[config.mk]
export PLATFORM = sky130hd
export DESIGN_NAME = dec_arbiter_flat
export DESIGN_NICKNAME = d
export VERILOG_FILES = /design/src/rtl/dec_arbiter_if.sv /design/src/rtl/dec_arbiter.sv /design/src/flat_wrapper.sv
export SDC_FILE = /design/constraint.sdc
export NUM_CORES = 1
export LEC_CHECK = 0
export ABC_AREA = 1
export CORE_MARGIN = 8
export CORE_UTILIZATION = 55
export CTS_BUF_LIST = sky130_fd_sc_hd__clkbuf_4 sky130_fd_sc_hd__clkbuf_8
export CTS_CLUSTER_DIAMETER = 60
export CTS_CLUSTER_SIZE = 24
export DETAILED_ROUTE_END_ITERATION = 7
export GPL_ROUTABILITY_DRIVEN = 0
export GPL_TIMING_DRIVEN = 0
export MAX_ROUTING_LAYER = met4
export PLACE_DENSITY = 0.82
export SLEW_MARGIN = 25
export SYNTH_ARGS = -nofsm -noshare
export SYNTH_HDL_FRONTEND = slang
export SYNTH_SLANG_ARGS = --single-unit
[constraint.sdc]
create_clock -name clk -period 2.6 [get_ports clk]
set_input_delay 0.26 -clock clk [delete_from_list [all_inputs] [get_ports clk]]
set_output_delay 0.26 -clock clk [all_outputs]
set_load 0.005 [all_outputs]
[src/rtl/dec_arbiter_if.sv]
`default_nettype none
// ============================================================================
// Module   : dec_arbiter_if
// Purpose  : Bundles the request/grant handshake and the dual 2-to-4 decoder
//            strobes of dec_arbiter into one interface.
// Signals  : i_req[7:0] level requests, i_done grantee release,
//            o_a/o_b decoder selects, o_1c/o_1g bank 1 strobes,
//            o_2c/o_2g bank 2 strobes, o_gnt[7:0] one-hot grant,
//            o_busy arbiter not idle, o_tmo forced-release pulse.
// Modports : slave (the arbiter), master (the requesting side).
// Revision : 1.0 - initial release
// ============================================================================
interface dec_arbiter_if;
  logic [7:0] i_req;
  logic       i_done;
  logic       o_a;
  logic       o_b;
  logic       o_1c;
  logic       o_1g;
  logic       o_2c;
  logic       o_2g;
  logic [7:0] o_gnt;
  logic       o_busy;
  logic       o_tmo;

  modport slave (
    input  i_req, i_done,
    output o_a, o_b, o_1c, o_1g, o_2c, o_2g, o_gnt, o_busy, o_tmo
  );

  modport master (
    output i_req, i_done,
    input  o_a, o_b, o_1c, o_1g, o_2c, o_2g, o_gnt, o_busy, o_tmo
  );
endinterface
`default_nettype wire

[src/rtl/dec_arbiter.sv]
`default_nettype none
// ============================================================================
// Module   : dec_arbiter
// Purpose  : 8-way round-robin arbiter driving two 2-to-4 decoder banks.
//            Requests 3:0 map to bank 1 outputs, 7:4 to bank 2 outputs.
//            Sequence per grant: IDLE -> SETUP -> GRANT -> RELEASE -> IDLE.
//            Select lines settle in SETUP, before any bank is enabled.
// Ports    : clk  - clock, rising edge
//            rst  - asynchronous active-high reset
//            bus  - dec_arbiter_if.slave (requests, done, decoder strobes,
//                   grant vector, busy, timeout pulse)
// Params   : HOLD_MAX - GRANT cycles before forced release (1..255)
// Macros   : ARB_TIMEOUT_EN - when defined, adds the hold counter and the
//            forced-release path; otherwise o_tmo is tied low.
// Revision : 1.0 - initial release
// ============================================================================
module dec_arbiter #(
  parameter int HOLD_MAX = 255
) (
  input  wire logic     clk,
  input  wire logic     rst,
  dec_arbiter_if.slave  bus
);

  typedef enum logic [1:0] {
    S_IDLE    = 2'd0,
    S_SETUP   = 2'd1,
    S_GRANT   = 2'd2,
    S_RELEASE = 2'd3
  } state_t;

  if (HOLD_MAX < 1 || HOLD_MAX > 255) begin : g_hold_range_check
    $error("dec_arbiter: HOLD_MAX must be in 1..255");
  end

  state_t     r_state;
  logic [2:0] r_ptr;
  logic [2:0] r_idx;
  logic       r_a;
  logic       r_b;
  logic       r_1c;
  logic       r_1g;
  logic       r_2c;
  logic       r_2g;
  logic [7:0] r_gnt;
  logic       r_busy;

  logic [2:0] w_win;
  logic [2:0] w_cand;
  logic       w_any;
  logic       w_keep;
  logic       w_tmo_hit;

  // Round-robin pick: scan offsets 8 down to 1 so the nearest requester after
  // r_ptr is written last. Offset 8 wraps to r_ptr itself (lowest priority).
  always_comb begin
    w_win  = 3'd0;
    w_cand = 3'd0;
    for (int k = 8; k >= 1; k--) begin
      w_cand = r_ptr + 3'(k);
      if (bus.i_req[w_cand]) begin
        w_win = w_cand;
      end
    end
  end

  assign w_any  = |bus.i_req;
  // Grant persists only while the grantee still requests and has not released.
  assign w_keep = bus.i_req[r_idx] & ~bus.i_done;

`ifdef ARB_TIMEOUT_EN
  logic [7:0] r_cnt;
  logic       r_tmo;
  logic [7:0] w_cnt_nxt;

  assign w_cnt_nxt = r_cnt + 8'd1;
  assign w_tmo_hit = (w_cnt_nxt == 8'(HOLD_MAX));
  assign bus.o_tmo = r_tmo;
`else
  assign w_tmo_hit = 1'b0;
  assign bus.o_tmo = 1'b0;
`endif

  always_ff @(posedge clk or posedge rst) begin
    if (rst) begin
      r_state <= S_IDLE;
      r_ptr   <= 3'd7;
      r_idx   <= 3'd0;
      r_a     <= 1'b0;
      r_b     <= 1'b0;
      r_1c    <= 1'b0;
      r_1g    <= 1'b1;
      r_2c    <= 1'b1;
      r_2g    <= 1'b1;
      r_gnt   <= 8'd0;
      r_busy  <= 1'b0;
`ifdef ARB_TIMEOUT_EN
      r_cnt   <= 8'd0;
      r_tmo   <= 1'b0;
`endif
    end else begin
      case (r_state)
        S_IDLE: begin
          if (w_any) begin
            r_idx   <= w_win;
            r_a     <= w_win[0];
            r_b     <= w_win[1];
            r_busy  <= 1'b1;
            r_state <= S_SETUP;
          end
        end

        S_SETUP: begin
          r_gnt <= 8'd1 << r_idx;
          if (r_idx[2]) begin
            r_2c <= 1'b0;
            r_2g <= 1'b0;
          end else begin
            r_1c <= 1'b1;
            r_1g <= 1'b0;
          end
`ifdef ARB_TIMEOUT_EN
          r_cnt <= 8'd0;
`endif
          r_state <= S_GRANT;
        end

        S_GRANT: begin
          if (!w_keep || w_tmo_hit) begin
            r_gnt   <= 8'd0;
            r_1c    <= 1'b0;
            r_1g    <= 1'b1;
            r_2c    <= 1'b1;
            r_2g    <= 1'b1;
            r_state <= S_RELEASE;
`ifdef ARB_TIMEOUT_EN
            // A coincident normal release wins over the timeout.
            r_tmo   <= w_keep;
`endif
          end
`ifdef ARB_TIMEOUT_EN
          else begin
            r_cnt <= w_cnt_nxt;
          end
`endif
        end

        S_RELEASE: begin
          r_ptr   <= r_idx;
          r_busy  <= 1'b0;
          r_state <= S_IDLE;
`ifdef ARB_TIMEOUT_EN
          r_tmo   <= 1'b0;
`endif
        end

        default: r_state <= S_IDLE;
      endcase
    end
  end

  assign bus.o_a    = r_a;
  assign bus.o_b    = r_b;
  assign bus.o_1c   = r_1c;
  assign bus.o_1g   = r_1g;
  assign bus.o_2c   = r_2c;
  assign bus.o_2g   = r_2g;
  assign bus.o_gnt  = r_gnt;
  assign bus.o_busy = r_busy;

endmodule
`default_nettype wire

[src/flat_wrapper.sv]
// flat-port wrapper written by rule: the top's interface ports become plain ports
module dec_arbiter_flat 
#(
  parameter int HOLD_MAX = 255
)
  (clk, rst, bus_i_req, bus_i_done, bus_o_a, bus_o_b, bus_o_1c, bus_o_1g, bus_o_2c, bus_o_2g, bus_o_gnt, bus_o_busy, bus_o_tmo);
  dec_arbiter_if bus_i ();
  input  wire logic clk;
  input  wire logic rst;
  input wire logic [$bits(bus_i.i_req)-1:0] bus_i_req;
  input wire logic [$bits(bus_i.i_done)-1:0] bus_i_done;
  output wire logic [$bits(bus_i.o_a)-1:0] bus_o_a;
  output wire logic [$bits(bus_i.o_b)-1:0] bus_o_b;
  output wire logic [$bits(bus_i.o_1c)-1:0] bus_o_1c;
  output wire logic [$bits(bus_i.o_1g)-1:0] bus_o_1g;
  output wire logic [$bits(bus_i.o_2c)-1:0] bus_o_2c;
  output wire logic [$bits(bus_i.o_2g)-1:0] bus_o_2g;
  output wire logic [$bits(bus_i.o_gnt)-1:0] bus_o_gnt;
  output wire logic [$bits(bus_i.o_busy)-1:0] bus_o_busy;
  output wire logic [$bits(bus_i.o_tmo)-1:0] bus_o_tmo;
  assign bus_i.i_req = bus_i_req;
  assign bus_i.i_done = bus_i_done;
  assign bus_o_a = bus_i.o_a;
  assign bus_o_b = bus_i.o_b;
  assign bus_o_1c = bus_i.o_1c;
  assign bus_o_1g = bus_i.o_1g;
  assign bus_o_2c = bus_i.o_2c;
  assign bus_o_2g = bus_i.o_2g;
  assign bus_o_gnt = bus_i.o_gnt;
  assign bus_o_busy = bus_i.o_busy;
  assign bus_o_tmo = bus_i.o_tmo;
  dec_arbiter #(.HOLD_MAX(HOLD_MAX)) u_core (.clk(clk), .rst(rst), .bus(bus_i));
endmodule
==> flow_summary.ini, run 1 <==
[status]
run_status = complete, no violations

[layout]
syn2layout_area_growth_pct = 20.0
filler_cell_count = 270
insertedDiodeCount = 0
proportion_of_layout_cells_with_a_drive_suffix_above_1 = 0.127
layout.nets = 301
layout.cells.most_common = nand2_1
layout.cells.most_common_list = nand2_1 (97), nand3_1 (34), inv_1 (28)

[critical_path]
critical_path.startpoint_type = flip-flop
worst-setup-path-type = reg2reg
reg2reg_to = u_core.r_idx[1]$_DFFE_PP0P_
timing.critical_path.to_type = flip-flop
reg2reg_from = u_core.r_ptr[1]$_DFFE_PP1P_
count_of_cells_along_the_worst_register_to_register_path = 14
worst_path_most_repeated_cell = nand2_1
crit_chain = inv_2, ha_1, inv_2, nand3_1, nand3_2, nand2_1, a21oi_1, nand3_1, nand2_1, nand2_1, nand2_1, nand2_1, nand2_1, nand2_1
cp_max_fo = 10
cp_data_required_time_ns = 2.81
crit_path_max_incr_delay_ns = 0.64
crit_buf_inv = 2
timing.reg2reg.setup_slack_ns = 0.28
timing.critical_path.slowest_stage_cell = dfstp_2
arrival_ns = 2.53
cpLargestDelayFamily = simple AND/OR/NAND/NOR gates

[synth]
synth_seq_area_share = 0.308
synthDominantAreaCellType = dfrtp_1
synthesis.nets = 271
synthesis.area_per_instance_um2 = 6.47
synth.distinct_cells = 25
synth_top_area_share = 0.228
synthCells = 254
number_of_synthesis_warnings = 0
dominantRegCellSynth = dfrtp_1
ys_ff_latch = 20
ys_async_sr_fraction = 1.00
post_synth_main_area_contributors = dfrtp_1 (23%), nand2_1 (22%), nand3_1 (10%), dfstp_2 (8.0%), inv_1 (6.6%)
synth_enable_flop_cells = 0
syn_area_um2 = 1640

[floorplan]
start_util = 0.556
floorplan.die.width_um = 70.7
floorplan.die_area_um2 = 4990
number_of_i_o_pins = 27
fp.dieH_um = 70.7
floorplan.core_area_um2 = 2950
row_count = 20

[clock_network]
clockBufferDepth = 2
clock_latency_ns = 0.31
clk_root_buffer_cell = clkbuf_4
cts.clk_slew.worst_paths_ns = 0.11
clkSinkCount = 20
cts_inserted_buffers = 3
cts_htree_levels = 1
cts_tree = built

[timing]
min_period_ns = 2.32
fin_crit_sh = 0.893
timing_worst_slew_pin_value_ns = 0.734
max_slew_margin = 0.510
rsz0062_at_grt = false
fin_tns_setup_ns = 0
final_max_slew_viol_count = 0
setup_violations = 0
final-hold-violation-count = 0
maxClockFrequency_ghz = 0.431
layout_setup_ws_ns = 0.278
worst_clock_skew_ns = 0.00402

[global_routing]
wire_length_of_the_first_global_routing_pass_um = 6650
vias_in_the_first_global_route = 1566
groute.usage.overall = 0.164
antenna_found_initial = 0
grt_overflow_total = 0
grt_max_degree = 21

[worst_hold_path]
worstHoldPathType = in2async

[placed_design]
portBuffers = 25
hpwl_um = 3110
dpl_worst_slack_ns = 0.248

[detailed_routing]
drt_drc_violations_left = 0
routed_wirelength_um = 3860
detailedRoute.firstIterationViolations = 132
drt_pass1_iterations = 4
routed_wire_length_per_instance_um = 12.2
viasPerCell = 5.28
route.antenna.remaining_nets = 0
vias = 1670

[power_and_ir_drop]
power_leakage_uw = 0.00104
switching_power_uw = 1580
pwr_density_cell_nw_per_um2 = 1530
p_int_uw = 1440
worst_supply_voltage_drop_on_vdd_uv = 858
power.share.switching = 0.524
p_comb_frac = 0.742
pwr-share-seq = 0.198
pwr-share-clk = 0.061

[job]
maximum_capacitance_violations = 0
-- power groups by stage --
stage               Clock, µW  Sequential [µW]  Combinational (µW)
global route              199              614                2550
global placement            0              595                2190
finish                    183              596                2240
detailed placement          0              602                2230
CTS                       190              596                2240
floorplan                   0              587                1670
-- kinds of logic (layout without fill, tap and decap cells) --
logic type	Yosys count	in the layout	share of synthesized area
and+or+nand+nor	151	151	0.401
buffers and inverters	42	71	0.110
DFF	20	20	0.308
adders and majority gates	6	6	0.0457
xor gates and xnor gates	2	2	0.0267
muxes	1	1	0.00685
AOI/OAI and AO/OA	31	31	0.0983
other	1	1	0.00228
-- metrics by stage --
step | instances | utilization | total power (µW) | instance area (µm²) | hold WS (ns)
after floorplan | 254 | - | 2260 | 1640 | 0.220
after global placement | 312 | 0.655 | 2780 | 1930 | 0.454
after detailed placement | 312 | 0.655 | 2830 | 1930 | 0.464
after CTS | 316 | 0.667 | 3030 | 1970 | 0.387
after global routing | 316 | 0.667 | 3360 | 1970 | 0.442
final | 316 | 0.667 | 3020 | 1970 | 0.365
-- registers in the layout (all words and copies together) (netlist names) --
| signal | flops |
|---|---|
| u_core.bus.o_1g | 1 |
| u_core.bus.o_busy | 1 |
| u_core.r_idx | 3 |
| u_core.bus.o_gnt | 8 |
| u_core.bus.o_1c | 1 |
| u_core.bus.o_2c | 1 |
| u_core.r_ptr | 3 |
| u_core.r_state | 2 |
-- cell type report --
class / instances / area (µm²) / area share
Multi-Input combinational cell: 192 / 955 / 0.484
Sequential cell: 20 / 507 / 0.257
Timing Repair Buffer: 25 / 250 / 0.127
Inverter: 37 / 140 / 0.0711
Buffer: 5 / 41.3 / 0.0210
Tap cell: 33 / 41.3 / 0.0210
Clock buffer: 4 / 36.3 / 0.0184
-- worst max path at each step --
| stage | from | endpoint | slack [ns] | cells past startpoint |
|---|---|---|---|---|
| 4_1_cts | u_core.r_ptr[1]$_DFFE_PP1P_ | u_core.r_idx[1]$_DFFE_PP0P_ | 0.23 | 14 |
| 2_1_floorplan | u_core.r_ptr[1]$_DFFE_PP1P_ | u_core.r_idx[1]$_DFFE_PP0P_ | 0.58 | 14 |
| 5_1_grt | u_core.r_ptr[1]$_DFFE_PP1P_ | u_core.r_idx[1]$_DFFE_PP0P_ | 0.05 | 14 |
| 3_3_place_gp | u_core.r_ptr[1]$_DFFE_PP1P_ | u_core.r_idx[1]$_DFFE_PP0P_ | 0.25 | 14 |
| 3_5_place_dp | u_core.r_ptr[1]$_DFFE_PP1P_ | u_core.r_idx[1]$_DFFE_PP0P_ | 0.25 | 14 |
| 6_report | u_core.r_ptr[1]$_DFFE_PP1P_ | u_core.r_idx[1]$_DFFE_PP0P_ | 0.28 | 14 |
-- routing by layer --
metal  global-route usage  wire [µm]
met1                0.198       1830
met2                0.261       1710
met3               0.0311        244
met4               0.0716         65
met5                    -          0
-- Yosys cell counts, types with 2 or more instances --
| master | n |
|---|---|
| nand3_1 | 34 |
| nand2_4 | 2 |
| dfstp_2 | 5 |
| nand2_2 | 3 |
| dfrtp_1 | 15 |
| inv_1 | 29 |
| nor2_1 | 10 |
| buf_4 | 4 |
| nand2_1 | 97 |
| o21ai_0 | 16 |
| nand3_2 | 4 |
| o21ai_1 | 2 |
| inv_2 | 7 |
| a21oi_1 | 10 |
| ha_1 | 6 |
-- repair_timing --
| action | CTS | global route |
|---|---|---|
| setup endpoints to repair | 0 | 1 |
| buffers inserted | 0 | 0 |
| hold buffers | 0 | 0 |
| resized for setup | 0 | 1 |
No activity file was read; power rests on OpenSTA's default activity.
==> run 2, diff against run 1 <==
Settings changed: GPL_TIMING_DRIVEN 0 to default.
==> run 2 against run 1 <==
Power shrank 2.4%. Count of clock-buffer cells in the layout is the same. Global-route usage decreased by 0.081 points. Sequential share of layout area up 0.64 points. Design area shrank 2.4%. Sequential cell count did not move. Die area is the same.
==> flow_summary.ini, run 2 (synthesis results as in run 1) <==
[status]
run_status = complete, no violations

[global_routing]
wire_length_of_the_first_global_routing_pass_um = 6630
grt_max_degree = 21
grt_overflow_total = 0
groute.usage.overall = 0.163
antenna_found_initial = 0
vias_in_the_first_global_route = 1556

[floorplan]
fp.dieH_um = 70.7
row_count = 20
number_of_i_o_pins = 27
floorplan.die_area_um2 = 4990
floorplan.die.width_um = 70.7
start_util = 0.556
floorplan.core_area_um2 = 2950

[layout]
layout.cells.most_common = nand2_1
layout.cells.most_common_list = nand2_1 (97), nand3_1 (34), inv_1 (28)
multi_input_comb_area_um2 = 955
syn2layout_area_growth_pct = 17.1
filler_cell_count = 282
layout.nets = 296
seqCellArea_um2 = 507
proportion_of_layout_cells_with_a_drive_suffix_above_1 = 0.112
insertedDiodeCount = 0
largest_reg_flops = 8
postLayoutCoreUtil = 0.651

[timing]
final-hold-violation-count = 0
fin_crit_sh = 0.905
maxClockFrequency_ghz = 0.425
fin_tns_setup_ns = 0
min_period_ns = 2.35
max_slew_margin = 0.502
timing_worst_slew_pin_value_ns = 0.747
final_max_slew_viol_count = 0
hold_ws_ns = 0.363
rsz0062_at_grt = false
worst_clock_skew_ns = 0.0181
setup_violations = 0

[power_and_ir_drop]
fin_total_pwr_uw = 2950
worst_supply_voltage_drop_on_vdd_uv = 694
power_leakage_uw = 0.00101
pwr_density_cell_nw_per_um2 = 1530

[detailed_routing]
route.antenna.remaining_nets = 0
routed_wirelength_um = 3940
drt_pass1_iterations = 4
drt_drc_violations_left = 0
viasPerCell = 5.24
vias = 1631
detailedRoute.firstIterationViolations = 112
routed_wire_length_per_instance_um = 12.7

[critical_path]
arrival_ns = 2.57
timing.critical_path.to_type = flip-flop
cp_max_fo = 12
cp_data_required_time_ns = 2.82
worst-setup-path-type = reg2reg
critical_path.startpoint_type = flip-flop

[placed_design]
hpwl_um = 3120
portBuffers = 25

[clock_network]
cts_tree = built
clockBufferDepth = 2
postCtsSetupRepairBufs = 0
clkSinkCount = 20
clk_root_buffer_cell = clkbuf_4
cts_htree_levels = 1
cts_hold_buffers_added = 0
clock_latency_ns = 0.31
cts.clk_slew.worst_paths_ns = 0.12
cts_inserted_buffers = 3
post_cts_resize_count = 0

[job]
maximum_capacitance_violations = 0

[worst_hold_path]
worstHoldPathType = in2async
-- run 2: cell count changes in the layout (fill, tap and decap cells not counted) --
cell,change
buf_4,-4
clkbuf_4,+1
clkbuf_8,-1
buf_6,-1
-- run 2: area by class of cell --
type / count / share of cell area
inverters: 37 / 0.0729
multi-input cells: 192 / 0.496
clock buffers: 4 / 0.0156
repair buffers: 25 / 0.130
well taps: 33 / 0.0215
flip-flops and latches: 20 / 0.264
-- run 2: where the power goes --
part,internal [µW],leakage [µW],switching (µW)
Clock,70.3,0.0000184,97.4
Sequential,478,0.000244,171
Combinational,816,0.000749,1310
Total,1370,0.00101,1580
-- run 2: path summary, 6_finish.rpt --
| kind | cells past startpoint | startpoint | endpoint | slack, ns |
|---|---|---|---|---|
| worst max-delay path | 14 | u_core.r_ptr[0]$_DFFE_PP1P_ | u_core.r_idx[1]$_DFFE_PP0P_ | 0.25 |
| worst min-delay path | 2 | rst | u_core.bus.o_1c$_DFFE_PP0P_ | 0.36 |
| worst max register to register | 14 | u_core.r_ptr[0]$_DFFE_PP1P_ | u_core.r_idx[1]$_DFFE_PP0P_ | 0.25 |
| worst min register to register | 2 | u_core.bus.o_1g$_DFFE_PP1P_ | u_core.bus.o_1g$_DFFE_PP1P_ | 0.47 |
| max in group asynchronous | 2 | rst | u_core.bus.o_gnt[3]$_DFFE_PP0P_ | 1.75 |
| min in group clk | 2 | u_core.bus.o_1g$_DFFE_PP1P_ | u_core.bus.o_1g$_DFFE_PP1P_ | 0.47 |
-- run 2: worst max-delay path: stages, from the launching register on --
cell     delay (ns)
dfstp_2        0.69
inv_2          0.14
ha_1           0.41
inv_2          0.15
nand3_1        0.15
nand3_2        0.11
nand2_1        0.08
a21oi_1        0.12
nand3_1        0.08
nand2_1        0.06
nand2_1        0.05
nand2_1        0.05
nand2_1        0.05
nand2_1        0.06
nand2_1        0.05
-- run 2: metal layers --
layer  vias to the layer above  part of all wire  track usage
li1                        854                 -            -
met1                       730              0.48        0.207
met2                        40              0.45        0.256
met3                         7             0.056       0.0282
met4                         0             0.013       0.0577
met5                         -                 0            -
-- run 2: through the flow --
| stage | setup slack, ns | cell area [µm²] | cells |
|---|---|---|---|
| final | 0.247 | 1920 | 311 |
| after global routing | 0.0320 | 1920 | 311 |
| after CTS | 0.211 | 1920 | 311 |
| after detailed placement | 0.219 | 1890 | 307 |
| after global placement | 0.303 | 1890 | 307 |
| after floorplan | 0.579 | 1640 | 254 |
